**src/rtl/pwm_cfg_pkg.sv**
```systemverilog
// Shared types and constants for the PWM config AXI-Lite write master.
// State encoding, register map, error codes and BRESP decode helpers.
package pwm_cfg_pkg;

  typedef enum logic [2:0] {
    S_IDLE,
    S_AW,
    S_W,
    S_B,
    S_DONE
  } state_t;

  localparam logic [31:0] REG_CLK_BASE = 32'h0;
  localparam logic [31:0] REG_CLK_COEF = 32'h4;
  localparam logic [31:0] REG_PWM_FREQ = 32'h8;
  localparam logic [31:0] REG_DUTY     = 32'hC;

  localparam logic [1:0] ERR_OK      = 2'b00;
  localparam logic [1:0] ERR_BRESP   = 2'b01;
  localparam logic [1:0] ERR_TIMEOUT = 2'b10;

  localparam logic [1:0] BRESP_OKAY   = 2'b00;
  localparam logic [1:0] BRESP_EXOKAY = 2'b01;
  localparam logic [1:0] BRESP_SLVERR = 2'b10;
  localparam logic [1:0] BRESP_DECERR = 2'b11;

  function automatic logic [31:0] reg_offset(input logic [1:0] idx);
    logic [31:0] off;
    off = REG_CLK_BASE;
    unique case (idx)
      2'd0: off = REG_CLK_BASE;
      2'd1: off = REG_CLK_COEF;
      2'd2: off = REG_PWM_FREQ;
      2'd3: off = REG_DUTY;
      default: off = REG_CLK_BASE;
    endcase
    return off;
  endfunction

  // OKAY and EXOKAY complete the write; SLVERR/DECERR abort.
  function automatic logic bresp_is_err(input logic [1:0] resp);
    return (resp == BRESP_SLVERR) || (resp == BRESP_DECERR);
  endfunction

endpackage

```
**src/rtl/axi_lite_wr_single.sv**
```systemverilog
// Single AXI-Lite write engine: AW, then W, then B, all outputs registered.
// Optional wait-limit abort when PWM_CFG_TIMEOUT_EN is defined.
module axi_lite_wr_single
  import pwm_cfg_pkg::*;
#(
  parameter int unsigned TIMEOUT_CYCLES = 1024
) (
  input  logic        axi_lite_aclk,
  input  logic        axi_lite_areset,
  input  logic        start,
  input  logic [31:0] start_addr,
  input  logic [31:0] start_data,
  output logic        xfer_done,
  output logic        xfer_err,
  output logic        xfer_tmo,
  output logic [31:0] axi_lite_awaddr,
  output logic        axi_lite_awvalid,
  input  logic        axi_lite_awready,
  output logic [31:0] axi_lite_wdata,
  output logic [3:0]  axi_lite_wstrb,
  output logic        axi_lite_wvalid,
  input  logic        axi_lite_wready,
  input  logic [1:0]  axi_lite_bresp,
  input  logic        axi_lite_bvalid,
  output logic        axi_lite_bready
);

  state_t      state_q, state_n;
  logic        awvalid_n, wvalid_n, bready_n;
  logic [31:0] awaddr_n, wdata_n;
  logic        aw_hs, w_hs, b_hs;
  logic        tmo_hit;

  assign aw_hs = axi_lite_awvalid && axi_lite_awready;
  assign w_hs  = axi_lite_wvalid && axi_lite_wready;
  assign b_hs  = axi_lite_bready && axi_lite_bvalid;

  assign axi_lite_wstrb = 4'hF;

`ifdef PWM_CFG_TIMEOUT_EN
  logic [31:0] cnt_q;

  // Wait counter restarts on every state entry, counts while pending.
  always_ff @(posedge axi_lite_aclk or posedge axi_lite_areset) begin
    if (axi_lite_areset) begin
      cnt_q <= '0;
    end else if (state_n != state_q || state_q == S_IDLE) begin
      cnt_q <= '0;
    end else begin
      cnt_q <= cnt_q + 32'd1;
    end
  end

  assign tmo_hit = (state_q != S_IDLE) &&
                   ((cnt_q + 32'd1) >= TIMEOUT_CYCLES);
`else
  assign tmo_hit = 1'b0;
`endif

  // State and AXI output registers.
  always_ff @(posedge axi_lite_aclk or posedge axi_lite_areset) begin
    if (axi_lite_areset) begin
      state_q          <= S_IDLE;
      axi_lite_awvalid <= 1'b0;
      axi_lite_awaddr  <= '0;
      axi_lite_wvalid  <= 1'b0;
      axi_lite_wdata   <= '0;
      axi_lite_bready  <= 1'b0;
    end else begin
      state_q          <= state_n;
      axi_lite_awvalid <= awvalid_n;
      axi_lite_awaddr  <= awaddr_n;
      axi_lite_wvalid  <= wvalid_n;
      axi_lite_wdata   <= wdata_n;
      axi_lite_bready  <= bready_n;
    end
  end

  // Next state, next outputs and completion strobes.
  always_comb begin
    state_n   = state_q;
    awvalid_n = axi_lite_awvalid;
    awaddr_n  = axi_lite_awaddr;
    wvalid_n  = axi_lite_wvalid;
    wdata_n   = axi_lite_wdata;
    bready_n  = axi_lite_bready;
    xfer_done = 1'b0;
    xfer_err  = 1'b0;
    xfer_tmo  = 1'b0;
    unique case (state_q)
      S_IDLE: begin
        if (start) begin
          state_n   = S_AW;
          awvalid_n = 1'b1;
          awaddr_n  = start_addr;
          wdata_n   = start_data;
        end
      end
      S_AW: begin
        if (aw_hs) begin
          state_n   = S_W;
          awvalid_n = 1'b0;
          wvalid_n  = 1'b1;
        end else if (tmo_hit) begin
          state_n   = S_IDLE;
          awvalid_n = 1'b0;
          xfer_tmo  = 1'b1;
        end
      end
      S_W: begin
        if (w_hs) begin
          state_n  = S_B;
          wvalid_n = 1'b0;
          bready_n = 1'b1;
        end else if (tmo_hit) begin
          state_n  = S_IDLE;
          wvalid_n = 1'b0;
          xfer_tmo = 1'b1;
        end
      end
      S_B: begin
        if (b_hs) begin
          state_n   = S_IDLE;
          bready_n  = 1'b0;
          xfer_done = 1'b1;
          xfer_err  = bresp_is_err(axi_lite_bresp);
          // Back-to-back: next write launches without an idle cycle.
          if (start) begin
            state_n   = S_AW;
            awvalid_n = 1'b1;
            awaddr_n  = start_addr;
            wdata_n   = start_data;
          end
        end else if (tmo_hit) begin
          state_n  = S_IDLE;
          bready_n = 1'b0;
          xfer_tmo = 1'b1;
        end
      end
      default: begin
        state_n   = S_IDLE;
        awvalid_n = 1'b0;
        wvalid_n  = 1'b0;
        bready_n  = 1'b0;
      end
    endcase
  end

endmodule

```
**src/rtl/axi_lite_pwm_cfg_master.sv**
```systemverilog
// Programs the four PWM config registers via four AXI-Lite writes.
// Define PWM_CFG_TIMEOUT_EN to enable the per-channel wait-limit abort.
module axi_lite_pwm_cfg_master
  import pwm_cfg_pkg::*;
#(
  parameter logic [31:0] BASE_ADDR      = 32'h0000_0000,
  parameter int unsigned TIMEOUT_CYCLES = 1024
) (
  input  logic        axi_lite_aclk,
  input  logic        axi_lite_areset,
  input  logic        cmd_valid,
  output logic        cmd_ready,
  input  logic [31:0] cmd_clk_freq_base,
  input  logic [31:0] cmd_clk_freq_coef,
  input  logic [31:0] cmd_pwm_freq,
  input  logic [31:0] cmd_duty,
  output logic        busy,
  output logic        done,
  output logic [1:0]  err_code,
  output logic [1:0]  err_idx,
  output logic [31:0] axi_lite_awaddr,
  output logic        axi_lite_awvalid,
  input  logic        axi_lite_awready,
  output logic [31:0] axi_lite_wdata,
  output logic [3:0]  axi_lite_wstrb,
  output logic        axi_lite_wvalid,
  input  logic        axi_lite_wready,
  input  logic [1:0]  axi_lite_bresp,
  input  logic        axi_lite_bvalid,
  output logic        axi_lite_bready
);

  typedef enum logic [1:0] {
    SEQ_IDLE,
    SEQ_RUN,
    SEQ_DONE
  } seq_t;

  seq_t        seq_q, seq_n;
  logic [1:0]  idx_q, idx_n, next_idx;
  logic [1:0]  err_code_n, err_idx_n;
  logic [31:0] word_q [4];
  logic        accept, start;
  logic [31:0] start_addr, start_data;
  logic        xfer_done, xfer_err, xfer_tmo;

  assign accept   = cmd_valid && cmd_ready;
  assign next_idx = accept ? 2'd0 : idx_q + 2'd1;
  assign start    = accept ||
                    (xfer_done && !xfer_err && idx_q != 2'd3);
  assign start_addr = BASE_ADDR + reg_offset(next_idx);
  assign start_data = accept ? cmd_clk_freq_base
                             : word_q[next_idx];

  axi_lite_wr_single #(
    .TIMEOUT_CYCLES(TIMEOUT_CYCLES)
  ) u_wr (
    .axi_lite_aclk   (axi_lite_aclk),
    .axi_lite_areset (axi_lite_areset),
    .start           (start),
    .start_addr      (start_addr),
    .start_data      (start_data),
    .xfer_done       (xfer_done),
    .xfer_err        (xfer_err),
    .xfer_tmo        (xfer_tmo),
    .axi_lite_awaddr (axi_lite_awaddr),
    .axi_lite_awvalid(axi_lite_awvalid),
    .axi_lite_awready(axi_lite_awready),
    .axi_lite_wdata  (axi_lite_wdata),
    .axi_lite_wstrb  (axi_lite_wstrb),
    .axi_lite_wvalid (axi_lite_wvalid),
    .axi_lite_wready (axi_lite_wready),
    .axi_lite_bresp  (axi_lite_bresp),
    .axi_lite_bvalid (axi_lite_bvalid),
    .axi_lite_bready (axi_lite_bready)
  );

  // Sequencer state, command latch and registered status outputs.
  always_ff @(posedge axi_lite_aclk or posedge axi_lite_areset) begin
    if (axi_lite_areset) begin
      seq_q     <= SEQ_IDLE;
      idx_q     <= '0;
      for (int i = 0; i < 4; i++) word_q[i] <= '0;
      cmd_ready <= 1'b1;
      busy      <= 1'b0;
      done      <= 1'b0;
      err_code  <= ERR_OK;
      err_idx   <= '0;
    end else begin
      seq_q     <= seq_n;
      idx_q     <= idx_n;
      if (accept) begin
        word_q[0] <= cmd_clk_freq_base;
        word_q[1] <= cmd_clk_freq_coef;
        word_q[2] <= cmd_pwm_freq;
        word_q[3] <= cmd_duty;
      end
      cmd_ready <= (seq_n == SEQ_IDLE);
      busy      <= (seq_n != SEQ_IDLE);
      done      <= (seq_n == SEQ_DONE);
      err_code  <= err_code_n;
      err_idx   <= err_idx_n;
    end
  end

  // Sequencing across the four writes and error capture.
  always_comb begin
    seq_n      = seq_q;
    idx_n      = idx_q;
    err_code_n = err_code;
    err_idx_n  = err_idx;
    unique case (seq_q)
      SEQ_IDLE: begin
        if (accept) begin
          seq_n      = SEQ_RUN;
          idx_n      = 2'd0;
          err_code_n = ERR_OK;
          err_idx_n  = 2'd0;
        end
      end
      SEQ_RUN: begin
        if (xfer_tmo) begin
          seq_n      = SEQ_DONE;
          err_code_n = ERR_TIMEOUT;
          err_idx_n  = idx_q;
        end else if (xfer_done) begin
          if (xfer_err) begin
            seq_n      = SEQ_DONE;
            err_code_n = ERR_BRESP;
            err_idx_n  = idx_q;
          end else if (idx_q == 2'd3) begin
            seq_n      = SEQ_DONE;
            err_code_n = ERR_OK;
            err_idx_n  = 2'd0;
          end else begin
            idx_n = idx_q + 2'd1;
          end
        end
      end
      SEQ_DONE: begin
        seq_n = SEQ_IDLE;
      end
      default: begin
        seq_n = SEQ_IDLE;
      end
    endcase
  end

endmodule
```
**config.mk**
```make
export PLATFORM = sky130hd
export DESIGN_NAME = axi_lite_pwm_cfg_master
export DESIGN_NICKNAME = d
export VERILOG_FILES = /design/src/rtl/pwm_cfg_pkg.sv /design/src/rtl/axi_lite_wr_single.sv /design/src/rtl/axi_lite_pwm_cfg_master.sv
export SDC_FILE = /design/constraint.sdc
export NUM_CORES = 1
export LEC_CHECK = 0
export BUFFER_PORTS_ARGS = -buffer_cell sky130_fd_sc_hd__buf_4
export CAP_MARGIN = 20
export CORE_MARGIN = 3
export CORE_UTILIZATION = 45
export CTS_BUF_LIST = sky130_fd_sc_hd__clkbuf_16
export DETAILED_ROUTE_END_ITERATION = 7
export PLACE_DENSITY_LB_ADDON = 0.15
export SETUP_SLACK_MARGIN = 0.5
export SYNTH_ARGS = -nofsm -noshare
export SYNTH_HDL_FRONTEND = slang
export SYNTH_SLANG_ARGS = --single-unit
```
**constraint.sdc**
```tcl
create_clock -name axi_lite_aclk -period 12 [get_ports axi_lite_aclk]
set_input_delay 0.6 -clock axi_lite_aclk [delete_from_list [all_inputs] [get_ports axi_lite_aclk]]
set_output_delay 0.6 -clock axi_lite_aclk [all_outputs]
set_load 0.1 [all_outputs]
```
# [After elaboration in Yosys (flattened, before gate mapping)]
# Cells that the tools add are included.
[word_totals] register_bits=209 in_bits=136 elab_cells=118
[op_classes] add_sub_neg=1 order_cmp=1 n_eq_ne=21 mux=49 bitwise=4 reduce_logical=25
[op_table] cell="32-bit two-way mux" n=7
[op_table] cell="32-bit one-hot mux with 2 select lines" n=2
[op_table] cell="32-bit one-hot mux with 4 select lines" n=1
[op_table] cell="32-bit binary-select mux with 2-bit select" n=1
[op_table] cell="2-bit two-way mux" n=14
[op_table] cell="2-bit one-hot mux with 2 select lines" n=4
[op_table] cell="2-bit == test, second input constant" n=6
[op_table] cell="1-bit two-way mux" n=12
[op_table] cell="3-bit two-way mux" n=4
[op_table] cell="2-bit inequality test, second input constant" n=6
[op_table] cell="3-bit one-hot mux with 4 select lines" n=1
[op_table] cell="3-bit AND reduction" n=3
[op_table] cell="4-bit AND reduction" n=2
[op_table] cell="3-bit by 2-bit == test with 1-bit output, second input constant" n=2
[op_table] cell="1-bit logical AND" n=6
[op_table] cell="2-bit zero test" n=3
[op_table] cell="2-bit by 1-bit inequality test with 1-bit output, second input constant" n=3
[op_table] cell="1-bit one-hot mux with 3 select lines" n=2
[op_table] cell="2-bit nonzero test" n=3
[op_table] cell="5-bit AND reduction" n=1
[op_table] cell="2-bit by 1-bit == test with 1-bit output, second input constant" n=2
[op_table] cell="1-bit one-hot mux with 4 select lines" n=1
[op_table] cell="2-bit OR reduction" n=2
[op_table] cell="3-bit by 1-bit == test with 1-bit output, second input constant" n=1
[op_table] cell="other kinds (9)" n=12

# [Longest topological paths before layout]
# Gate-level depths: netlist of the first run.
[logic_depth] ltp_word=11 mapped_depth=7 depth_no_buf=6

# [By module]
# Synthesis of the first run repeated with hierarchy kept, for this count alone.
[unflattened] cells_unflattened=885 hier_area_um2=9190.1
[by_module_without_submodules] mod="axi_lite_pwm_cfg_master" instances=1 cells_each=702 area_each_um2=6343.6 seq_area_each_um2=3479.6
[by_module_without_submodules] mod="axi_lite_wr_single" instances=1 cells_each=183 area_each_um2=2846.5 seq_area_each_um2=1726.7

# [Worst setup path after synthesis of the first run]
# Ideal clock, no wire load.
[synth_path] path_kind="reg2reg" startpoint="register u_wr.axi_lite_bready" endpoint="register u_wr.axi_lite_wdata[10]" setup_ns=0.082 arrival_ns=2.067 t_required_ns=11.918 slack_ns=9.851 path_stages_with_launch=7 path_buffers=2 synth_period_minus_slack_ns=2.149 cell_sequence="dfrtp_1 > a21boi_0 > a211oi_2 > buf_4 > buf_6 > nor2_1 > a31oi_1"
[synth_via] elab_chain_len=10
[synth_lines] item="from (decl)" line="axi_lite_wr_single.sv:25" rtl="output logic axi_lite_bready"
[synth_lines] item="from (signal assigned)" line="axi_lite_wr_single.sv:75" rtl="axi_lite_bready <= bready_n;"
[synth_lines] item="1-bit logical AND (*)" line="axi_lite_wr_single.sv:36" rtl="assign b_hs = axi_lite_bready && axi_lite_bvalid;"
[synth_lines] item="1-bit two-way mux" line="axi_lite_wr_single.sv:122" rtl="if (b_hs) begin"
[synth_lines] item="1-bit two-way mux" line="axi_lite_wr_single.sv:90" rtl="unique case (state_q)"
[synth_lines] item="1-bit zero test" line="axi_lite_pwm_cfg_master.sv:50" rtl="(xfer_done && !xfer_err && idx_q != 2'd3);"
[synth_lines] item="1-bit logical AND (2 in a row)" line="axi_lite_pwm_cfg_master.sv:50"
[synth_lines] item="1-bit logical OR" line="axi_lite_pwm_cfg_master.sv:49" rtl="assign start = accept ||"
[synth_lines] item="32-bit two-way mux (2 in a row)"
[synth_lines] item="32-bit one-hot mux with 2 select lines"
[synth_lines] item="to (signal assigned)" line="axi_lite_wr_single.sv:74" rtl="axi_lite_wdata <= wdata_n;"
[synth_lines] item="to (decl)" line="axi_lite_wr_single.sv:19" rtl="output logic [31:0] axi_lite_wdata,"
# Every way passes the cells marked *; elsewhere a longest branch is shown, timed or not. The select of a mux whose other input is x is not followed.
# A chain may end at the register's enable or synchronous reset.

# [Worst setup path in the final report of the first run]
[layout_path] startpoint="register idx_q[1]" endpoint="register u_wr.axi_lite_wdata[21]"
[layout_via] elab_chain_len=10
[layout_lines] item="from (decl)" line="axi_lite_pwm_cfg_master.sv:40" rtl="logic [1:0] idx_q, idx_n, next_idx;"
[layout_lines] item="from (signal assigned)" line="axi_lite_pwm_cfg_master.sv:91" rtl="idx_q <= idx_n;"
[layout_lines] item="2-bit by 1-bit adder with 2-bit output" line="axi_lite_pwm_cfg_master.sv:48" rtl="assign next_idx = accept ? 2'd0 : idx_q + 2'd1;"
[layout_lines] item="2-bit two-way mux" line="axi_lite_pwm_cfg_master.sv:48"
[layout_lines] item="2-bit NOT with 3-bit output (implied by the code)" line="axi_lite_pwm_cfg_master.sv:53" rtl=": word_q[next_idx];"
[layout_lines] item="32-bit binary-select mux with 2-bit select" line="axi_lite_pwm_cfg_master.sv:53"
[layout_lines] item="32-bit two-way mux (implied by the code) (2 in a row)" line="axi_lite_pwm_cfg_master.sv:53"
[layout_lines] item="32-bit two-way mux" line="axi_lite_pwm_cfg_master.sv:52" rtl="assign start_data = accept ? cmd_clk_freq_base"
[layout_lines] item="32-bit two-way mux (*)" line="axi_lite_wr_single.sv:92, axi_lite_wr_single.sv:128"
[layout_lines] item="32-bit two-way mux" line="axi_lite_wr_single.sv:122"
[layout_lines] item="32-bit one-hot mux with 2 select lines (*)" line="axi_lite_wr_single.sv:90"
# Marks and branches as above.

==> results of run 1 <==
==> routing by layer <==
layer / global-route usage (%) / vias to the layer above
met4: 6.08 / 0
met3: 3.90 / 14
met1: 25.0 / 2840
li1: - / 2935
met2: 31.6 / 130
met5: 0 / -
==> cells in the final DEF (no fill, tap or decap), drive strengths merged, types with 2 or more instances in the layout <==
cell      synthesis  routed
a21o              2       2
o21bai            2       2
a22o              4       4
nor3              3       3
a31oi            32      32
o31ai             3       3
mux2i             2       2
clkinv            0       8
a211oi            3       3
mux2              2       2
nand3             2       2
nor2             34      34
nor2b             3       3
ha                5       5
nand2           424     424
o21ai             3       3
dfrtp           176     176
conb              2      35
and3              2       2
buf              55     185
clkinvlp          0       2
mux4             32      32
and2              2       2
inv               5       9
clkbuf           28      17
==> worst paths after layout <==
kind                                  start                      end  depth (start not counted)  slack [ns]
setup / recovery                   idx_q[1]  u_wr.axi_lite_wdata[21]                          5        9.62
hold / removal              axi_lite_areset     u_wr.axi_lite_bready                          2        0.10
hold reg to reg                   word_q[2]                word_q[2]                          2        0.47
min in group axi_lite_aclk  cmd_pwm_freq[5]               word_q[37]                          3        0.36
setup reg to reg                   idx_q[1]  u_wr.axi_lite_wdata[21]                          5        9.62
max in group asynchronous   axi_lite_areset                 idx_q[0]                          4       10.25
==> logic make-up after synthesis <==
group	share of synthesized area, %
and+or+nand+nor	22.8
other	0.0943
muxes	9.59
DFF	55.6
adders and majority gates	0.786
buffers and inverters	6.35
AOI/OAI and AO/OA	4.70
==> registers in the layout (all words and copies together) (netlist names) <==
signal	flops
busy	1
cmd_ready	1
done	1
err_code	1
err_idx	2
idx_q	2
seq_q	2
u_wr.axi_lite_awaddr	2
u_wr.axi_lite_awvalid	1
u_wr.axi_lite_bready	1
u_wr.axi_lite_wdata	32
u_wr.axi_lite_wvalid	1
u_wr.state_q	2
word_q	128
==> worst reg2reg max path: stages, from the launching register on <==
cell	delay [ns]
dfrtp_1	0.42
ha_2	0.56
buf_4	0.51
mux4_2	0.59
nand2_1	0.08
a31oi_1	0.09
==> cell type report <==
class | instances | area [um2]
clock inverters | 15 | 120
fillers | 1589 | 7430
well taps | 225 | 282
flip-flops and latches | 177 | 4430
multi-input cells | 604 | 3170
repair buffers | 185 | 1410
inverters | 5 | 23.8
clock buffers | 17 | 425
==> power by group through the flow <==
stage	clock network, mW	logic [mW]	registers (mW)
after floorplan	0	0.223	0.771
after global placement	0	0.275	0.781
after detailed placement	0	0.282	0.786
after CTS	0.528	0.283	0.776
after global routing	0.551	0.318	0.791
final	0.513	0.280	0.777
==> per-stage QoR <==
stage	total power, mW	instances	utilization (%)	worst slack (ns)
after floorplan	0.994	869	-	6.60
after CTS	1.59	1227	56.9	9.59
after detailed placement	1.07	1195	53.7	9.27
after global placement	1.06	1195	53.7	9.23
final	1.57	1228	57.0	9.62
after global routing	1.66	1228	57.0	9.38
==> summary.md, run 1 <==
| Metric | Value |
|---|---|
| Clk_skew | `0.0120 ns` |
| Initial antenna violation count | `0` |
| Longest Clk Path Bufs | `2` |
| CTS buffer count | `17` |
| Post_cts resized | `0` |
| Maxcap violations | `0` |
| Top-Level Pins | `214` |
| Die area | `a little under 0.02 mm2` |
| Post-synthesis average cell area | `9.52 um2` |
| CTS tree | `built` |
| CTS Hold Bufs | `0` |
| Mapped Cells | `836` |
| Final setup fails | `0` |
| Via/cell ratio | `4.82` |
| Worst Path Buf+Inv | `1` |
| CTS root buf | `clkbuf_16` |
| GPL Wtd Cong | `between 0.7 and 0.8` |
| CP max FO | `23` |
| Logic pwr share | `17.8%` |
| Critical path's slowest cell | `mux4_2` |
| Synth Cell Area | `0.00796 mm2` |
| DRC Markers | `0` |
| Detailed placement HPWL | `between 10000 and 15000 um` |
| Vias | `between 5000 and 6000` |
| RSZ-0062 raised after global routing | `false` |
| Post-synth top cells | `nand2_1, dfrtp_1, buf_4` |
| Post-synth EDFFs | `0` |
| Postcts setup bufs | `0` |
| Cell taking the most area after synthesis | `dfrtp_1` |
| Die width | `139 um` |
| Largest net degree at the start of global routing | `111` |
| Distinct cells, synth | `37` |
| Worst Path Required | `12.28 ns` |
| Area post-placement | `0.00929 mm2` |
| Routed wl met2 | `8900 um` |
| Count leader, synth | `nand2_1` |
| Critical path class | `reg -> reg` |
| CP Data Arrival Time | `~2.7 ns` |
| PwrDens | `159 mW/mm2` |
| Peak supply drop | `0.0000981 V` |
| First-pass GRT wire length | `29600 um` |
| Final TNS setup | `0 ns` |
| DIE HEIGHT | `about 140 um` |
| Switching power | `0.451 mW` |
| Hold Violations, Final | `0` |
| Reg clk slew, reported paths | `0.07 ns` |
| Leakage | `roughly 5.2 nW` |
| Area Growth Syn to Fin | `23.9%` |
| Sequential Power Share | `between 40% and 50%` |
| Starting Density | `46.0%` |
| Top cells by area, synth | `dfrtp_1, nand2_1, mux4_2, buf_4, a31oi_1` |
| Finished Cell Area | `0.00986 mm2` |
| Top_reg_cell synth | `dfrtp_1` |
| Post-route ant nets | `0` |
| DR top layer | `met4` |
| Async set or reset register ratio after synthesis | `100%` |
| Clk_lat worst skew | `0.43 ns` |
| Total GRT Usage | `18.9%` |
| Worst setup SP type | `flop` |
| Initial drt markers | `227` |
| Slew Viols, Final | `0` |
| Tcrit/Tclk final | `between 15 and 20%` |
| Wl on met1 | `8100 um` |
| Synth Warn # | `0` |
| Clock share of power | `between 30 and 40%` |
| Overflow left after global routing | `0` |
| Crit-path leading delay family | `multiplexers` |
| Status | `finished, final reports clean` |
| Sequential-to-total area share from yosys stat | `a little under three fifths` |
| Hold Path Class | `in -> async` |
| Core area | `0.0173 mm2` |
| Share of cells above drive strength 1 | `25.2%` |
| Tmin final | `2.38 ns` |
| Std-Cell Rows | `48` |
| Port-buffer cells | `roughly 180` |
| Critical path, cell by cell | `ha_2 > buf_4 > mux4_2 > nand2_1 > a31oi_1` |
| Detailed Routing Iterations Pass 1 | `5` |
| Per-cell routed wire length | `roughly 15 um` |
| Synth Register Bits | `177` |
| Hold_ws | `0.101 ns` |
| Pint | `roughly 1.1 mW` |
| Sw frac | `28.7%` |
| Met3 WL post-DR | `between 700 and 800 um` |
| CP peak stage delay | `0.57 ns` |
| Number of global-route vias before repair | `5925` |
| Worst-Margin Slew | `between 0.9 and 1 ns` |
| Crit end category | `flop` |
| Worst rel slew slack | `36.3%` |
| Diode count | `0` |
| # H-tree levels | `4` |
| Nets | `1131` |
| FMAX | `421 MHz` |
| Final wirelength | `18000 um` |
| Top cell type's share of synthesized area | `55.3%` |
| CTS sink cnt | `177` |
Power figures use the tool's default switching activity.
==> inputs of run 2 (changes only) <==
Settings changed: ABC_AREA set to 1.
Clock period 12 ns to 2.3 ns, I/O delays scaled along.
==> summary.md, run 2 <==
| Metric | Value |
|---|---|
| RSZ-0062 raised after global routing | `false` |
| Post-Synth XOR/XNOR Area | `0%` |
| Worst setup SP type | `flop` |
| Hold Violations, Final | `0` |
| Grt met1 use | `34.3%` |
| Post-synthesis mux area share | `0%` |
| Clk_skew | `0.00541 ns` |
| Core area | `about 0.019 mm2` |
| Post-route ant nets | `0` |
| Pint | `approximately 8 mW` |
| Mapped Cells | `around 1200` |
| Synth Warn # | `0` |
| Starting Density | `46.5%` |
| Largest net degree at the start of global routing | `68` |
| Top-Level Pins | `214` |
| Final cell count without fillers | `1737` |
| Crit-path leading delay family | `buffers and inverters` |
| DRC Markers | `0` |
| Number of global-route vias before repair | `8402` |
| Post-synth top cells | `nand2_1, dfrtp_1, inv_1` |
| Maxcap violations | `0` |
| Post-Synth Adder-Cell Area | `0.710%` |
| Crit end category | `flop` |
| Via/cell ratio | `just under 5` |
| Met2 Use GR | `39.7%` |
| Status | `finished, final reports clean` |
| Vias | `about 8400` |
| CP max FO | `18` |
| DIE HEIGHT | `146 um` |
| Die width | `146 um` |
| Top cell type's share of synthesized area | `50.0%` |
| Clock share of power | `between 20 and 25%` |
| Commonest non-fill, non-tap cell in the layout | `nand2_1` |
| Area Growth Syn to Fin | `40.4%` |
| Share of cells above drive strength 1 | `17.4%` |
| Largest register FFs | `128` |
| Top cells by area, synth | `dfrtp_1, nand2_1, nand3_1, inv_1, o21ai_0` |
| Final wirelength | `26400 um` |
| Compound-Gate Fraction of Synth Area | `7.98%` |
| Post-synth EDFFs | `0` |
| Overflow left after global routing | `0` |
| Simple-gate share of the synthesized area | `between 20% and 30%` |
| Peak supply drop | `0.000720 V` |
| M3 GR Usage | `4.33%` |
| Async set or reset register ratio after synthesis | `100%` |
| Most frequent cells in the layout | `nand2_1, buf_4, dfrtp_1` |
| Switching power | `5.12 mW` |
| Diode count | `0` |
| Critical path's slowest cell | `dfrtp_1` |
| Filler cells | `approximately 1600` |
| Nets | `1605` |
| Synth Register Bits | `177` |
| Global route hottest layer | `met2` |
| GPL Wtd Cong | `0.815` |
| First-pass GRT wire length | `42800 um` |
| CTS buffer count | `17` |
| Post-synthesis average cell area | `7.51 um2` |
| CTS sink cnt | `roughly 180` |
| Total GRT Usage | `24.6%` |
| Most frequent CP cell | `a21oi_1` |
| Clk_lat worst skew | `0.42 ns` |
| Std-Cell Rows | `50` |
| CTS root buf | `clkbuf_16` |
| Cell taking the most area after synthesis | `dfrtp_1` |
| Leading registers by flop count | `word_q (128), u_wr.axi_lite_wdata (32)` |
| Initial drt markers | `between 500 and 600` |
| Hold Path Class | `in -> reg` |
| Die area | `0.0213 mm2` |
| CP peak stage delay | `0.40 ns` |
| Logic pwr share | `42.1%` |
| Tmin final | `between 1.5 and 2 ns` |
| PwrDens | `1050 mW/mm2` |
| Slew Viols, Final | `0` |
| Reg clk slew, reported paths | `0.07 ns` |
| Final setup fails | `0` |
| FMAX | `586 MHz` |
| Tcrit/Tclk final | `74.2%` |
| Per-cell routed wire length | `15.2 um` |
| Critical path class | `reg -> reg` |
| Sequential-to-total area share from yosys stat | `50.3%` |
| Largest family of logic cells by synthesized area | `simple AND/OR/NAND/NOR gates` |
| Detailed Routing Iterations Pass 1 | `5` |
| Sequential Power Share | `around 36%` |
| Critical path, cell by cell | `inv_1 > ha_1 > a21oi_4 > buf_12 > buf_8 > a21oi_1 > a21oi_1` |
| Initial antenna violation count | `0` |
| Top_reg_cell synth | `dfrtp_1` |
| Sw frac | `between 30 and 40%` |
| Worst Path Buf+Inv | `3` |
| Placed cells | `1564` |
| CP Data Arrival Time | `2.05 ns` |
| Detailed placement HPWL | `15400 um` |
| Longest Clk Path Bufs | `2` |
| CTS tree | `built` |
| Distinct cells, synth | `25` |
| Port-buffer cells | `177` |
| Register name with the most flops | `word_q` |
| # H-tree levels | `4` |
| Leakage | `slightly below 7 nW` |
| Final TNS setup | `0 ns` |
| Count leader, synth | `nand2_1` |
| Synth Cell Area | `0.00881 mm2` |
| Worst Path Required | `2.64 ns` |
-- run 2: changes by cell type after synthesis, moves of 32 or more --
cell and delta:
o21ai_0 +67, nand2_1 +58, mux4_2 -32, nand3_1 +102
a31oi_1 -32, inv_1 +108, a21oi_1 +65
-- run 2: power by group through the flow --
| stage | Sequential, mW | Clock, mW | Combinational (mW) |
|---|---|---|---|
| 6_report | 4.69 | 2.85 | 5.47 |
| 5_1_grt | 4.81 | 3.01 | 6.21 |
| 4_1_cts | 4.68 | 2.89 | 5.25 |
| 3_5_place_dp | 4.73 | 0 | 4.86 |
| 3_3_place_gp | 4.69 | 0 | 4.81 |
| 2_1_floorplan | 4.67 | 0 | 3.73 |
-- run 2: path summary, 6_finish.rpt --
path	to	depth (start not counted)	slack, ns	startpoint
min in group asynchronous	word_q[8]	3	0.24	axi_lite_areset
setup reg to reg	u_wr.axi_lite_wdata[17]	7	0.59	u_wr.state_q[0]
max in group asynchronous	cmd_ready	4	1.40	axi_lite_areset
hold reg to reg	err_code[0]	2	0.47	err_code[0]
hold / removal	err_idx[1]	5	0.08	axi_lite_bresp[1]
setup / recovery	u_wr.axi_lite_wdata[17]	7	0.59	u_wr.state_q[0]
-- run 2: timing repair --
item                       4_1_cts  5_1_grt
hold endpoints to repair       139        0
setup endpoints to repair       36       50
setup buffers                    4        4
pin swaps                        3        1
gates cloned                     3        1
gates resized for setup          9       11
hold buffers                   129        0
-- run 2: layer usage --
layer  routed length [um]  vias up
met1                11800     3924
met5                    0        -
met4                  442        0
li1                     -     4146
met3                 1670       32
met2                12500      311
-- run 2: final cells by class --
class                   instances  area (um2)  area share (%)
well taps                     260         325            2.63
repair buffers                339        3080            24.9
flip-flops and latches        177        4430            35.8
multi-input cells             815        3530            28.6
inverters                     114         434            3.51
clock inverters                15         143            1.15
clock buffers                  17         425            3.44
-- run 2: stage by stage --
stage	power (mW)	hold slack (ns)	util, %	cell area, um2	setup slack, ns
global route	14.0	0.0816	65.3	12400	0.476
CTS	12.8	0.0634	64.7	12300	0.515
detailed placement	9.59	0.134	54.1	10300	0.291
global placement	9.50	0.136	54.1	10300	0.353
finish	13.0	0.0827	65.3	12400	0.592
floorplan	8.40	0.225	-	8940	-0.0808
-- run 2: cell families (layout without fill, tap and decap cells) --
family,Yosys count,in the layout
AO/OA/AOI/OAI,139,139
adder cells (fa/ha/maj),5,5
buffers and inverters,217,485
flip-flops,177,177
other,2,35
AND/OR/NAND/NOR,634,636
-- run 2: worst reg2reg max path, stage by stage, from the launching register on --
cell	delay (ns)
dfrtp_1	0.40
inv_1	0.09
ha_1	0.39
a21oi_4	0.17
buf_12	0.15
buf_8	0.18
a21oi_1	0.11
a21oi_1	0.14
